--- src/rtl/rtype_sequencer.sv ---
// Purpose: R-type sub-FSM for the multicycle MIPS control; decodes Funct and sequences EXEC/WB.
// Latency: ALU op Done 2 cycles after Start; NOP/illegal Done 1 cycle after; BREAK Done 1 cycle after Resume.
// Backpressure: Start is accepted only in IDLE; Start while Busy (including the Done cycle) is dropped.
//
// Ports:
//   Clk, Reset          clock (posedge) and asynchronous active-low reset
//   Start, Funct        accept pulse from main control in DECODE and the IR[5:0] funct field
//   Resume              releases a BREAK halt (sampled only while halted)
//   NextFunctState      combinational decode of Funct into the main-control R-type state code
//   Busy, Done, Halted  sequencing status; Done is a 1-cycle completion pulse
//   ALUFunct, ALUSrcA, ALUSrcB, ALUOut_load, RegDst, MemtoReg, RegWrite   datapath controls
//   IllegalFunct        sticky unsupported-funct flag, cleared by the next accepted Start
module rtype_sequencer #(
    parameter int                   STATE_W       = 8,
    parameter logic [STATE_W-1:0]   ST_RTYPE_BASE = STATE_W'(8'h10)
) (
    input  logic               Clk,
    input  logic               Reset,
    input  logic               Start,
    input  logic [5:0]         Funct,
    input  logic               Resume,
    output logic [STATE_W-1:0] NextFunctState,
    output logic               Busy,
    output logic               Done,
    output logic [2:0]         ALUFunct,
    output logic               ALUSrcA,
    output logic [1:0]         ALUSrcB,
    output logic               ALUOut_load,
    output logic               RegDst,
    output logic               MemtoReg,
    output logic               RegWrite,
    output logic               Halted,
    output logic               IllegalFunct
);

    localparam logic [5:0] F_ADD = 6'h20;
    localparam logic [5:0] F_SUB = 6'h22;
    localparam logic [5:0] F_AND = 6'h24;
    localparam logic [5:0] F_XOR = 6'h26;
    localparam logic [5:0] F_NOP = 6'h00;
    localparam logic [5:0] F_BRK = 6'h0D;

    typedef enum logic [2:0] {
        S_IDLE = 3'd0,
        S_EXEC = 3'd1,
        S_WB   = 3'd2,
        S_BRK  = 3'd3,
        S_FIN  = 3'd4
    } state_t;

    state_t     state;
    state_t     state_nxt;
    logic [5:0] funct_q;
    logic [2:0] funct_idx;
    logic       start_acc;

    // Decode index: 0..3 ALU ops, 4 NOP, 5 BREAK, 6 illegal.
    always_comb begin
        funct_idx = 3'd6;
        case (Funct)
            F_ADD:   funct_idx = 3'd0;
            F_SUB:   funct_idx = 3'd1;
            F_AND:   funct_idx = 3'd2;
            F_XOR:   funct_idx = 3'd3;
            F_NOP:   funct_idx = 3'd4;
            F_BRK:   funct_idx = 3'd5;
            default: funct_idx = 3'd6;
        endcase
    end

    assign NextFunctState = ST_RTYPE_BASE + STATE_W'(funct_idx);

    // Only IDLE accepts work, which also drops a Start coinciding with Done.
    assign start_acc = Start && (state == S_IDLE);

    always_ff @(posedge Clk or negedge Reset) begin
        if (!Reset) begin
            state <= S_IDLE;
        end else begin
            state <= state_nxt;
        end
    end

    always_ff @(posedge Clk or negedge Reset) begin
        if (!Reset) begin
            funct_q      <= 6'h00;
            IllegalFunct <= 1'b0;
        end else if (start_acc) begin
            funct_q      <= Funct;
            IllegalFunct <= (funct_idx == 3'd6);
        end
    end

    always_comb begin
        state_nxt   = state;
        Busy        = (state != S_IDLE);
        Done        = 1'b0;
        ALUFunct    = 3'b000;
        ALUSrcA     = 1'b0;
        ALUSrcB     = 2'b00;
        ALUOut_load = 1'b0;
        RegDst      = 1'b0;
        MemtoReg    = 1'b0;
        RegWrite    = 1'b0;
        Halted      = 1'b0;

        case (state)
            S_IDLE: begin
                if (start_acc) begin
                    if (funct_idx <= 3'd3)       state_nxt = S_EXEC;
                    else if (funct_idx == 3'd5)  state_nxt = S_BRK;
                    else                         state_nxt = S_FIN;
                end
            end
            S_EXEC: begin
                ALUSrcA     = 1'b1;
                ALUSrcB     = 2'b00;
                ALUOut_load = 1'b1;
                case (funct_q)
                    F_ADD:   ALUFunct = 3'b001;
                    F_SUB:   ALUFunct = 3'b010;
                    F_AND:   ALUFunct = 3'b011;
                    F_XOR:   ALUFunct = 3'b110;
                    default: ALUFunct = 3'b000;
                endcase
                state_nxt = S_WB;
            end
            S_WB: begin
                RegDst    = 1'b1;
                MemtoReg  = 1'b0;
                RegWrite  = 1'b1;
                Done      = 1'b1;
                state_nxt = S_IDLE;
            end
            S_BRK: begin
                Halted = 1'b1;
                if (Resume) state_nxt = S_FIN;
            end
            S_FIN: begin
                Done      = 1'b1;
                state_nxt = S_IDLE;
            end
            default: state_nxt = S_IDLE;
        endcase
    end

endmodule

--- config.mk ---
export PLATFORM = sky130hd
export DESIGN_NAME = rtype_sequencer
export DESIGN_NICKNAME = d
export VERILOG_FILES = /design/src/rtl/rtype_sequencer.sv
export SDC_FILE = /design/constraint.sdc
export NUM_CORES = 1
export LEC_CHECK = 0
export CAP_MARGIN = 20
export CORE_MARGIN = 3
export CORE_UTILIZATION = 34
export CTS_CLUSTER_DIAMETER = 30
export DETAILED_ROUTE_END_ITERATION = 8
export GPL_TIMING_DRIVEN = 0
export PLACE_DENSITY = 0.69
export SYNTH_ARGS = -nofsm -noshare
export SYNTH_HDL_FRONTEND = slang
export SYNTH_SLANG_ARGS = --single-unit
--- constraint.sdc ---
create_clock -name Clk -period 1.8 [get_ports Clk]
set_input_delay 0.18 -clock Clk [delete_from_list [all_inputs] [get_ports Clk]]
set_output_delay 0.18 -clock Clk [all_outputs]
set_load 0.01 [all_outputs]
# ---- After elaboration in Yosys (flattened, before gate mapping)
# Cells that the tools add are included.
dict set report totals {
  n_memories 0
  output_inout_bits 22
  rom_bits 0
  word_cells 40
  register_bits 10
  input_bits 10
  latchBits 0
  ram_bits 0
}
dict set report op_classes {
  shifts 0
  n_eq_ne 17
  n_lt_le_gt_ge 1
  mux 12
  reduce_logical 6
  addsub 1
  n_mul 0
  n_bitwise 0
  div_mod_pow 0
}
# operator n
set op_table {}
lappend op_table {{6-bit == test (second input constant)} 8}
lappend op_table {{3-bit case mux with 6 select lines} 1}
lappend op_table {{3-bit 2-to-1 mux} 5}
lappend op_table {{3-bit case mux with 4 select lines} 1}
lappend op_table {{3-bit == test (second input constant)} 3}
lappend op_table {{3-bit case mux with 3 select lines} 1}
lappend op_table {{5-bit by 3-bit adder with 6-bit output (first input constant)} 1}
lappend op_table {{3-bit by 2-bit == test with 1-bit output (second input constant)} 2}
lappend op_table {{6-bit by 4-bit == test with 1-bit output (second input constant)} 1}
lappend op_table {{6-bit zero test} 1}
lappend op_table {{1-bit 2-to-1 mux} 4}
lappend op_table {{2-bit != test (second input constant)} 2}
lappend op_table {{3-bit by 1-bit == test with 1-bit output (second input constant)} 1}
lappend op_table {{3-bit by 2-bit less-or-equal comparator with 1-bit output (second input constant)} 1}
lappend op_table {{3-bit zero test} 1}
lappend op_table {{3-bit nonzero test} 1}
lappend op_table {{2-bit AND reduction} 1}
lappend op_table {{2-bit OR reduction} 1}
lappend op_table {{1-bit logical AND} 1}

# ---- Logic depth before layout (Yosys ltp)
dict set report logic_depth {
  ltp_word 7
  depth_mapped 4
  ltp_nobuf 4
}

# ---- Worst setup path after synthesis
# No wires, ideal clock.
dict set report synth_path {
  kind {register to output}
  from {register state[1]}
  to {output port ALUFunct[2]}
  n_path_buf 0
  stages_incl_launch_ff 4
  slack_ns 0.406
  t_required_ns 1.620
  arrival_ns 1.214
  path_cell_list {dfrtp_1 -> nor3b_2 -> nand2_1 -> nor3_1}
}
dict set report synth_via {
  elab_chain_len 2
}
# element line_no
set synth_lines {}
lappend synth_lines {{from (decl)} 51} ;# state_t state;
lappend synth_lines {{from (signal assigned)} 80} ;# state <= state_nxt;
lappend synth_lines {{3-bit by 1-bit == test with 1-bit output} 107} ;# case (state)
lappend synth_lines {{3-bit 2-to-1 mux} 107}
lappend synth_lines {{to (decl)} 25} ;# output logic [2:0] ALUFunct,
# Every way passes these cells.

# ---- Final worst setup path
dict set report layout_path {
  from {register state[0]}
  to {output port RegWrite}
}
dict set report layout_via {
  elab_chain_len 2
}
# element line_no
set layout_lines {}
lappend layout_lines {{3-bit by 2-bit == test with 1-bit output} 107}
lappend layout_lines {{1-bit 2-to-1 mux} 107}
lappend layout_lines {{to (decl)} 31} ;# output logic RegWrite,
# Every way passes these cells.

==> results.py <==
metrics = {
    "clock_network": {
        "clockRootBuffer": "clkbuf_4",
        "clk_pin_slew_ns": 0.07,
        "clk_latency_ns": 0.27,
        "clock_sinks": 10,
        "cts_max_level": 1,
        "cts_tree": "yes",
        "cts_buffer_depth": 2,
        "cts_buffers": 3,
        "ctsHoldBuffers": 0,
    },
    "power": {
        "combPwrFrac_pct": 26.3,
        "clkPwrFrac_pct": 30.8,
        "p_int_uw": 485,
        "switching_share_pct": 27.5,
        "leakagePower_uw": 0.000519,
        "power_density_mw_per_mm2": 647,
        "vdd_drop_max_uv": 336,
        "p_seq_share_pct": 42.9,
        "p_sw_uw": 184,
    },
    "global_route": {
        "met1_usage_pct": 18.4,
        "busiest_layer": "met2",
        "overflow": 0,
        "antenna_found_initial": 0,
        "grt_pass1_vias": 538,
        "grt_max_degree": 11,
        "grt_usage_pct": 13.1,
        "grtUsageMet2_pct": 18.5,
        "use_met3_pct": 2.72,
        "grt_pass1_wl_um": 2490,
    },
    "drt": {
        "drtPass1Iterations": 4,
        "wire_per_inst_um": 11.6,
        "vias_per_cell": 4.44,
        "num_vias": 582,
        "ant_nets": 0,
        "first_iter_violations": 16,
        "route.detailed.drc": 0,
        "wirelength_um": 1520,
    },
    "timing": {
        "period_needed_ns": 1.79,
        "hold_viol_final": 0,
        "finalCritPeriodShare_pct": 99.2,
        "rsz0062_at_grt": "true",
        "setup_viol": 0,
        "whs_ns": 0.229,
        "drv_slew": 0,
        "fin_ws_ns": 0.0145,
        "worst_clock_skew_ns": 0.00263,
        "fmax_mhz": 560,
    },
    "setup_path": {
        "worst-r2r-setup-slack_ns": 0.34,
        "crit_path_max_fanout": 6,
        "path_class": "register to output port",
        "critPathArrivalTime_ns": 1.61,
        "cp-start-kind": "register",
        "critPathCaptureType": "output port",
        "worst-endpoint-required_ns": 1.62,
    },
    "die": {
        "die_h_um": 49.7,
        "die_area_mm2": 0.00247,
        "initial_utilization_pct": 36.8,
        "die_x_um": 49.7,
        "core_mm2": 0.00176,
        "rows": 15,
        "ioPinCount": 32,
    },
    "status": {
        "status": "complete, no violations",
    },
    "logic_synthesis": {
        "synth.distinct_cells": 24,
        "synth_compound_area_share_pct": 9.06,
        "yosys.area_share.simple_pct": 25.0,
        "synth_mux_area_share_pct": 11.6,
        "synth_cells": 68,
        "yosysSeqAreaShare_pct": 38.5,
        "synth_seq_cells": 10,
        "yosysWarnings": 0,
        "avgSynthCellArea_um2": 9.55,
        "syn_area_um2": 649,
        "synth-adder-area-share_pct": 0,
        "synth_top_family_by_area": "simple AND/OR/NAND/NOR gates",
        "synth_xor_area_share_pct": 1.35,
    },
    "placement": {
        "place_worst_setup_slack_ns": -0.176,
        "routabilityCongestion": 0.734,
        "io_buffers": 23,
        "dp_hpwl_um": 1090,
    },
    "layout": {
        "fin_util_pct": 58.6,
        "antennaDiodeCount": 0,
        "final_net_count": 117,
        "syn_to_final_growth_pct": 59.2,
        "drive_gt1_share_pct": 34.0,
    },
    "min_path": {
        "hp-class": "primary input to asynchronous set/reset pin",
    },
    "run": {
        "maxCapViolCount": 0,
    },
}
-- cells in the final DEF, fill, tap and decap left out, types with 2 or more instances in the layout --
cell and instances:
nor3b_4 2, clkdlybuf4s50_1 11, nor2_1 6, o21ai_0 4, inv_1 3, a21oi_1 3, nand2_1 9, mux2_4 5
dfrtp_2 3, dlygate4sd2_1 9, clkbuf_4 3, buf_4 15, dfrtp_1 7, dlymetal6s2s_1 2, conb_1 8
-- critical path: stages, from the launching register on --
cell and delay, ns:
dfrtp_2 0.46, nor3b_4 0.22, buf_4 0.13, clkdlybuf4s50_1 0.52
-- metrics by stage --
stage / area, um2 / setup TNS, ns / power [uW] / instances
global placement: 933 / -0.378 / 450 / 122
CTS: 1000 / -0.0552 / 670 / 129
global route: 1030 / -0.0565 / 706 / 131
detailed placement: 933 / -0.395 / 453 / 122
floorplan: 672 / 0 / 381 / 74
finish: 1030 / 0 / 669 / 131
-- routing by layer --
metal | vias up | part of all wire [%]
li1 | 288 | -
met1 | 265 | 43
met2 | 24 | 48
met3 | 5 | 6.6
met4 | 0 | 1.9
met5 | - | 0
-- cell usage after synthesis --
library cell | n | area share (%)
nand4_1 | 1 | 0.96
xnor2_1 | 1 | 1.3
nand3_1 | 1 | 0.77
nor3_4 | 1 | 2.5
dfrtp_1 | 10 | 39
mux2_4 | 5 | 12
and3b_2 | 1 | 1.5
a31oi_1 | 1 | 0.96
nor2_1 | 6 | 3.5
nand2_4 | 1 | 1.7
inv_1 | 3 | 1.7
conb_1 | 2 | 1.2
nor3b_2 | 1 | 1.9
buf_4 | 10 | 12
a21oi_1 | 3 | 2.3
nor3_1 | 2 | 1.5
nor3b_1 | 1 | 1.2
or2_2 | 1 | 0.96
a32o_1 | 1 | 1.5
nor4b_1 | 1 | 1.3
o21ai_0 | 4 | 3.1
and4bb_2 | 1 | 1.9
nand2_1 | 9 | 5.2
a21o_1 | 1 | 1.2
-- area by class of cell --
type,instances,area [um2]
Buffer,10,75.1
Clock buffer,4,36.3
Fill cell,166,731
Inverter,3,11.3
Multi-Input combinational cell,51,364
Sequential cell,10,254
Tap cell,25,31.3
Timing Repair Buffer,28,262
-- power groups by stage --
stage               logic, uW  clock network [uW]  registers [uW]
floorplan                98.5                   0             283
global placement          164                   0             286
detailed placement        165                   0             288
CTS                       173                 212             285
global route              191                 224             291
finish                    176                 206             287
-- timing repair --
| action | CTS | global route |
|---|---|---|
| gates resized for setup | 16 | 5 |
| endpoints found under the setup margin | 10 | 5 |
| pin swaps | 2 | 4 |
| setup buffers | 3 | 2 |
-- sequential cells by signal, indices dropped and copies added (netlist names) --
name / count
IllegalFunct: 1
funct_q: 6
state: 3
-- worst paths after layout --
kind                         startpoint  cells past startpoint            to
max in group asynchronous         Reset                      1      state[0]
hold reg to reg            IllegalFunct                      2  IllegalFunct
setup reg to reg               state[2]                      4    funct_q[0]
hold / removal                    Reset                      1    funct_q[2]
setup / recovery               state[0]                      3      RegWrite
min in group Clk               Funct[5]                      2    funct_q[5]
-- cell families after synthesis --
| kind of cell | after synthesis |
|---|---|
| buffers and inverters | 13 |
| AND/OR/NAND/NOR | 27 |
| AO/OA/AOI/OAI | 10 |
| flip-flops | 10 |
| multiplexers | 5 |
| other | 2 |
| XOR/XNOR | 1 |
Power figures use the tool's default switching activity.
